`src/rtl/bp_be_dcache_req_arbiter.sv`:
```
`default_nettype none
// +--------------------------------------------------------------------------+
// | Module   : bp_be_dcache_req_arbiter                                      |
// | Purpose  : Arbitrates LSU (req0) and page-table walker (req1) dcache     |
// |            requests into a single registered dcache request port, with   |
// |            req0 anti-starvation and fencei completion tracking.          |
// | Revision : 1.0 - initial release                                         |
// +--------------------------------------------------------------------------+

package bp_be_dcache_req_arbiter_pkg;

  typedef enum logic [0:0] {
    e_bp_default_cfg = 1'b0
  } bp_params_e;

  localparam int dcache_opcode_width_gp = 5;
  localparam int page_offset_width_gp   = 12;
  localparam int dword_width_gp         = 64;

  // Dcache opcodes; only fencei is ever decoded by the arbiter.
  typedef enum logic [dcache_opcode_width_gp-1:0] {
    e_dcache_op_lb     = 5'd0,
    e_dcache_op_lh     = 5'd1,
    e_dcache_op_lw     = 5'd2,
    e_dcache_op_ld     = 5'd3,
    e_dcache_op_lbu    = 5'd4,
    e_dcache_op_lhu    = 5'd5,
    e_dcache_op_lwu    = 5'd6,
    e_dcache_op_sb     = 5'd8,
    e_dcache_op_sh     = 5'd9,
    e_dcache_op_sw     = 5'd10,
    e_dcache_op_sd     = 5'd11,
    e_dcache_op_fencei = 5'd20
  } bp_be_dcache_opcode_e;

  // Packet layout (MSB first): {opcode, page_offset, data}.
  function automatic int dcache_pkt_width(bp_params_e cfg);
    case (cfg)
      e_bp_default_cfg: return dcache_opcode_width_gp + page_offset_width_gp + dword_width_gp;
      default:          return dcache_opcode_width_gp + page_offset_width_gp + dword_width_gp;
    endcase
  endfunction

endpackage

module bp_be_dcache_req_arbiter
  import bp_be_dcache_req_arbiter_pkg::*;
  #(parameter bp_params_e bp_params_p = e_bp_default_cfg
   ,parameter int starve_limit_p = 4
   ,localparam int dcache_pkt_width_lp = dcache_pkt_width(bp_params_p)
   )
  (input  logic                           clk_i
  ,input  logic                           reset_n_i

  ,input  logic                           req0_v_i
  ,input  logic [dcache_pkt_width_lp-1:0] req0_pkt_i
  ,output logic                           req0_ready_o

  ,input  logic                           req1_v_i
  ,input  logic [dcache_pkt_width_lp-1:0] req1_pkt_i
  ,output logic                           req1_ready_o

  ,output logic                           dcache_v_o
  ,output logic [dcache_pkt_width_lp-1:0] dcache_pkt_o
  ,input  logic                           dcache_ready_i
  ,output logic                           grant_id_o

  ,input  logic                           fence_done_i
  ,output logic                           busy_o
  );

  typedef enum logic [1:0] {
    e_idle  = 2'd0,
    e_hold  = 2'd1,
    e_fence = 2'd2
  } state_e;

  localparam logic [3:0] starve_limit_lp = 4'(starve_limit_p);

  state_e                         state_q, state_n;
  logic [dcache_pkt_width_lp-1:0] pkt_q;
  logic                           grant_id_q;
  logic [3:0]                     starve_q;

  logic [dcache_opcode_width_gp-1:0] held_opcode;
  logic held_fencei;
  logic accept_window;
  logic starve_below_limit;
  logic win0, win1;
  logic handshake;

  assign held_opcode        = pkt_q[dcache_pkt_width_lp-1 -: dcache_opcode_width_gp];
  assign held_fencei        = (held_opcode == e_dcache_op_fencei);
  assign starve_below_limit = (starve_q < starve_limit_lp);

  // A new packet may be taken when nothing is held, or the held one retires
  // this cycle and is not a fence (a fence must drain before anything else).
  assign accept_window = reset_n_i
                       & ((state_q == e_idle)
                          | ((state_q == e_hold) & dcache_ready_i & ~held_fencei));

  // req1 wins unless req0 has been starved to the limit; req1 also takes the
  // slot if req0 is idle.
  assign win1 = req1_v_i & (starve_below_limit | ~req0_v_i);
  assign win0 = req0_v_i & ~(req1_v_i & starve_below_limit);

  assign req0_ready_o = accept_window & win0;
  assign req1_ready_o = accept_window & win1;
  assign handshake    = req0_ready_o | req1_ready_o;

  assign dcache_v_o   = (state_q == e_hold);
  assign dcache_pkt_o = pkt_q;
  assign grant_id_o   = grant_id_q;
  assign busy_o       = (state_q != e_idle);

  // Next-state selection for the hold / fence sequencing.
  always_comb begin
    state_n = state_q;
    case (state_q)
      e_idle: begin
        if (handshake) state_n = e_hold;
      end
      e_hold: begin
        if (dcache_ready_i) begin
          if (held_fencei)    state_n = e_fence;
          else if (handshake) state_n = e_hold;
          else                state_n = e_idle;
        end
      end
      e_fence: begin
        if (fence_done_i) state_n = e_idle;
      end
      default: state_n = e_idle;
    endcase
  end

  // State register and held packet/ID; a handshake always loads the winner.
  always_ff @(posedge clk_i or negedge reset_n_i) begin
    if (!reset_n_i) begin
      state_q    <= e_idle;
      pkt_q      <= '0;
      grant_id_q <= 1'b0;
    end else begin
      state_q <= state_n;
      if (handshake) begin
        pkt_q      <= req1_ready_o ? req1_pkt_i : req0_pkt_i;
        grant_id_q <= req1_ready_o;
      end
    end
  end

  // Consecutive req0 losses; saturates at the limit, cleared on a req0 grant.
  always_ff @(posedge clk_i or negedge reset_n_i) begin
    if (!reset_n_i) begin
      starve_q <= 4'd0;
    end else if (req1_ready_o & req0_v_i) begin
      if (starve_below_limit) starve_q <= starve_q + 4'd1;
    end else if (req0_ready_o) begin
      starve_q <= 4'd0;
    end
  end

endmodule
`default_nettype wire

```
`config.mk`:
```
export PLATFORM = sky130hd
export DESIGN_NAME = bp_be_dcache_req_arbiter
export DESIGN_NICKNAME = d
export VERILOG_FILES = /design/src/rtl/bp_be_dcache_req_arbiter.sv
export SDC_FILE = /design/constraint.sdc
export NUM_CORES = 1
export LEC_CHECK = 0
export CELL_PAD_IN_SITES_DETAIL_PLACEMENT = 1
export CELL_PAD_IN_SITES_GLOBAL_PLACEMENT = 1
export CORE_ASPECT_RATIO = 1.4
export CORE_MARGIN = 3
export CORE_UTILIZATION = 34
export CTS_BUF_LIST = sky130_fd_sc_hd__clkbuf_4
export DETAILED_ROUTE_END_ITERATION = 8
export PLACE_DENSITY = 0.95
export SLEW_MARGIN = 0
export SYNTH_ARGS = -nofsm -noshare
export SYNTH_HDL_FRONTEND = slang
export SYNTH_SLANG_ARGS = --single-unit
```
`constraint.sdc`:
```
create_clock -name clk_i -period 3.4 [get_ports clk_i]
set_input_delay 0.68 -clock clk_i [delete_from_list [all_inputs] [get_ports clk_i]]
set_output_delay 0.68 -clock clk_i [all_outputs]
set_load 0.05 [all_outputs]
```
Yosys cells after proc, flatten, opt, wreduce, memory -nomap -nowiden
Cells that the tools add are included.
- flip-flop bits (word level): 88
- word-level logic and storage cells: 43
- add/sub/neg operators: 1
- order comparisons: 1
- eq/ne operators: 7
- muxes and demuxes: 10
- bitwise gates (word level): 15
- reductions and logical operators: 5
- operators with widths (kind ; count):
    $mux 81 ; 1
    $mux 4 ; 3
    $and 1x1->1 ; 9
    $mux 2 ; 4
    $ne 2x2->1 const B ; 3
    $pmux 2 s3 ; 1
    $eq 5x5->1 const B ; 1
    $add 4x1->4 const B ; 1
    $lt 4x3->1 const B ; 1
    $reduce_bool 2->1 ; 2
    $not 1->1 ; 3
    $or 1x1->1 ; 3
    $reduce_and 3->1 ; 1
    $eq 2x1->1 const B ; 1
    $eq 2x2->1 const B ; 1
    $logic_not 2->1 ; 1
    $ne 2x1->1 const B ; 1
    $reduce_and 2->1 ; 1
    $mux 1 ; 1

Longest topological paths before layout
- depth in word-level cells: 11
- mapped depth: 6

Worst setup path before layout
OpenSTA, ideal clock, no wires.
- path kind: input -> output
- start: input dcache_ready_i
- end: output req0_ready_o
- arrival time: 1.933 ns
- slack: 0.787 ns
- cell stages on the path: 4
- cells stage by stage: inv_1 a211oi_2 nand3_1 nor2_1
- longest elaborated chain between the ends: 5
- ends and longest elaborated chain (what ; RTL line ; text):
    from (decl) ; 65 ; ,input logic dcache_ready_i
    $and 1x1->1 (2 in series) ; 100 ; | ((state_q == e_hold) & dcache_ready_i & ~held_fencei));
    $or 1x1->1 ; 100 ;
    $and 1x1->1 ; 99 ; & ((state_q == e_idle)
    $and 1x1->1 ; 107 ; assign req0_ready_o = accept_window & win0;
    to (decl) ; 57 ; ,output logic req0_ready_o
No other way between the ends.

Worst setup path in the final report
Same ends and word-level chain as after synthesis.

==> metrics.md <==
| Metric | Value |
|---|---|
| Crit path kind | in -> out |
| EDFF count, synth | 0 |
| Pre-CTS setup slack | 0.457 ns |
| Netlist cell types | 25 |
| CP arrival | 2.27 ns |
| Core ar. | 13500 sq um |
| Tcrit/Tclk final | 86.9% |
| Count leader, synth | dfrtp_1 |
| Sequential Area | 2200 sq um |
| Total Power | 4.53 mW |
| First-pass GRT wire length | 22.9 mm |
| Io pins | 254 |
| Layout overhead on the synthesized area | 58.6% |
| Post-synthesis sequential area ratio | 46.5% |
| Congestion Overflow GR | 0 |
| Max cap viols | 0 |
| Layout cells sized above 1 | 34.8% |
| Syn Std Cell Area | 4740 sq um |
| Area of the multi-input gates | 2330 sq um |
| Fmax | 0.339 GHz |
| Post-CTS Hold Buffers | 0 |
| CTS tree | built |
| Slew headroom | 46.6% |
| Required @ worst endpoint | 2.72 ns |
| Setup TNS | 0 ns |
| Drt first pass iters | 4 |
| Tmin final | 2.95 ns |
| Post-DR vias/cell | 4.73 |
| Top cells by count, synth | dfrtp_1, mux2_2, mux2_4 |
| Nets | 719 |
| Status | completed |
| R2R cell count | 5 |
| RSZ-0062 raised after global routing | false |
| Post-Route WL | 14.9 mm |
| Worst VDD drop | 295 uV |
| DP HPWL | 11.9 mm |
| Syn Inst Count | 298 |
| Syn avg cell area | 15.9 sq um |
| Top cell type's share of synthesized area | 46.5% |
| Die ar. | 15400 sq um |
| Pin count of the biggest net entering global routing | 60 |
| Count of pins over their slew limit | 0 |
| I/O Buffers | 253 |
| Placed Instance Area | 7400 sq um |
| H-tree depth | 3 |
| Worst-Skew Late Latency | 0.43 ns |
| Starting Density | 35.1% |
| Measured slew at the worst slew-check pin | 0.801 ns |
| Worst Setup End Kind | output pin |
| Via count | 3486 |
| Fill count | 1385 |
| Post-route DRC violation count | 0 |
| Top_reg_cell synth | dfrtp_1 |
| Root Buffer | clkbuf_4 |
| Initial antenna violation count | 0 |
| Antenna-violating nets left | 0 |
| Worst hold path class | in -> async |
| Number of synthesized register bits | 88 |
| CTS Buffer Depth | 2 |
| Ranking of synthesized cells by area | dfrtp_1, mux2_4, mux2_2, buf_12, buf_2 |
| FP Rows | 50 |
| # Post-CTS Setup Buffers | 0 |
| Max stage delay on crit path | 0.46 ns |
| Startpoint types | primary input |
| Sink Count | 88 |
| Fin worst setup slack | 0.446 ns |
| DR WL/cell | 20.3 um |
| First DRT Iteration DRCs | 70 |
| # setup viols final | 0 |
| Delay-heaviest family, CP | buffers and inverters |
| Setup Skew | 0.0198 ns |
| Gr usage total | 19.1% |
| Critical-path top delay cell | clkdlybuf4s50_1 |
| # diodes | 0 |
| Max FO, Critical Path | 6 |
| Post-CTS resize count | 0 |
| Fraction of registers with async set or reset after synthesis | 100% |
| PD cells | 602 nW/um^2 |
| Clock transition at path regs | 0.15 ns |
| Leak pwr | 3.16 nW |
| Chip Width | 106 um |
| CP Depth | 6 |
| Synthesized Nets | 467 |
| Synthesis warning total | 0 |
| Vias in the first global route | 4112 |
| RePlAce Congestion | 0.721 |
| Synth area leader | dfrtp_1 |
| Critical-path cell list | clkdlybuf4s50_1 > inv_1 > a211oi_2 > nand3_1 > nor2_1 > buf_12 |
| Buffers & Inverters on Critical Path | 3 |
| Clock buffers created by TritonCTS | 9 |
| Fin. Hold Viols | 0 |
| Die Ht | 146 um |
| Post-route cell area | 7520 sq um |
## area by class of cell
class,instances,share of cell area [%]
clock buffers,9,0.899
clock inverters,7,0.632
inverters,3,0.150
multi-input cells,189,31.0
flip-flops and latches,88,29.3
well taps,182,3.03
repair buffers,259,35.0
## logic make-up (layout without fill, tap and decap cells)
group / count (synthesis) / count (layout) / share of synthesized area, %
AOI/OAI and AO/OA: 6 / 6 / 1.08
adders and majority gates: 1 / 1 / 0.264
buffers and inverters: 21 / 278 / 4.75
DFF: 88 / 88 / 46.5
muxes: 165 / 165 / 45.4
and+or+nand+nor: 17 / 17 / 2.03
## layout by cell type (no fill, tap or decap), types with 2 or more instances in the layout
cell             netlist  final
clkbuf_4               0      9
clkdlybuf4s50_1        0    250
nand3_1                3      3
buf_4                  0      4
buf_12                 8      5
nand2_1                3      2
inv_1                  3      3
nor2_1                 4      4
mux2_4                79     79
clkinvlp_4             0      4
dfrtp_1               88     88
mux2_2                85     85
nor3b_1                2      2
## state kept, by name, indices dropped and copies added (netlist names)
signal	flops
grant_id_o	1
state_q	2
dcache_pkt_o	81
starve_q	4
## through the flow
step	cells	hold WS, ns	utilization (%)
3_3_place_gp	721	0.480	54.8
3_5_place_dp	721	0.488	54.8
5_1_grt	737	0.265	55.6
6_report	737	0.283	55.6
4_1_cts	737	0.248	55.6
2_1_floorplan	298	0.384	-
## report_power, final
| part | switching, mW | total, mW | internal, mW | leakage (nW) |
|---|---|---|---|---|
| registers | 0.188 | 1.51 | 1.32 | 1.04 |
| logic | 1.39 | 2.50 | 1.11 | 2.07 |
| clock network | 0.372 | 0.521 | 0.149 | 0.0520 |
## per-layer routing
metal  global-route usage [%]  vias up  wire (um)
met5                        0        -          0
met4                     6.29        0        371
met3                     4.97       23        921
met2                     36.9      155       8430
met1                     19.7     1734       5210
li1                         -     1574          -
## worst paths after layout
path	start	to	slack (ns)
min reg2reg	grant_id_o	grant_id_o	0.51
min in group clk_i	grant_id_o	grant_id_o	0.51
max in group asynchronous	reset_n_i	dcache_pkt_o[80]	1.96
max	dcache_ready_i	req0_ready_o	0.45
max reg2reg	starve_q[2]	dcache_pkt_o[18]	1.42
min	reset_n_i	dcache_pkt_o[45]	0.28
Power figures use the tool's default switching activity.
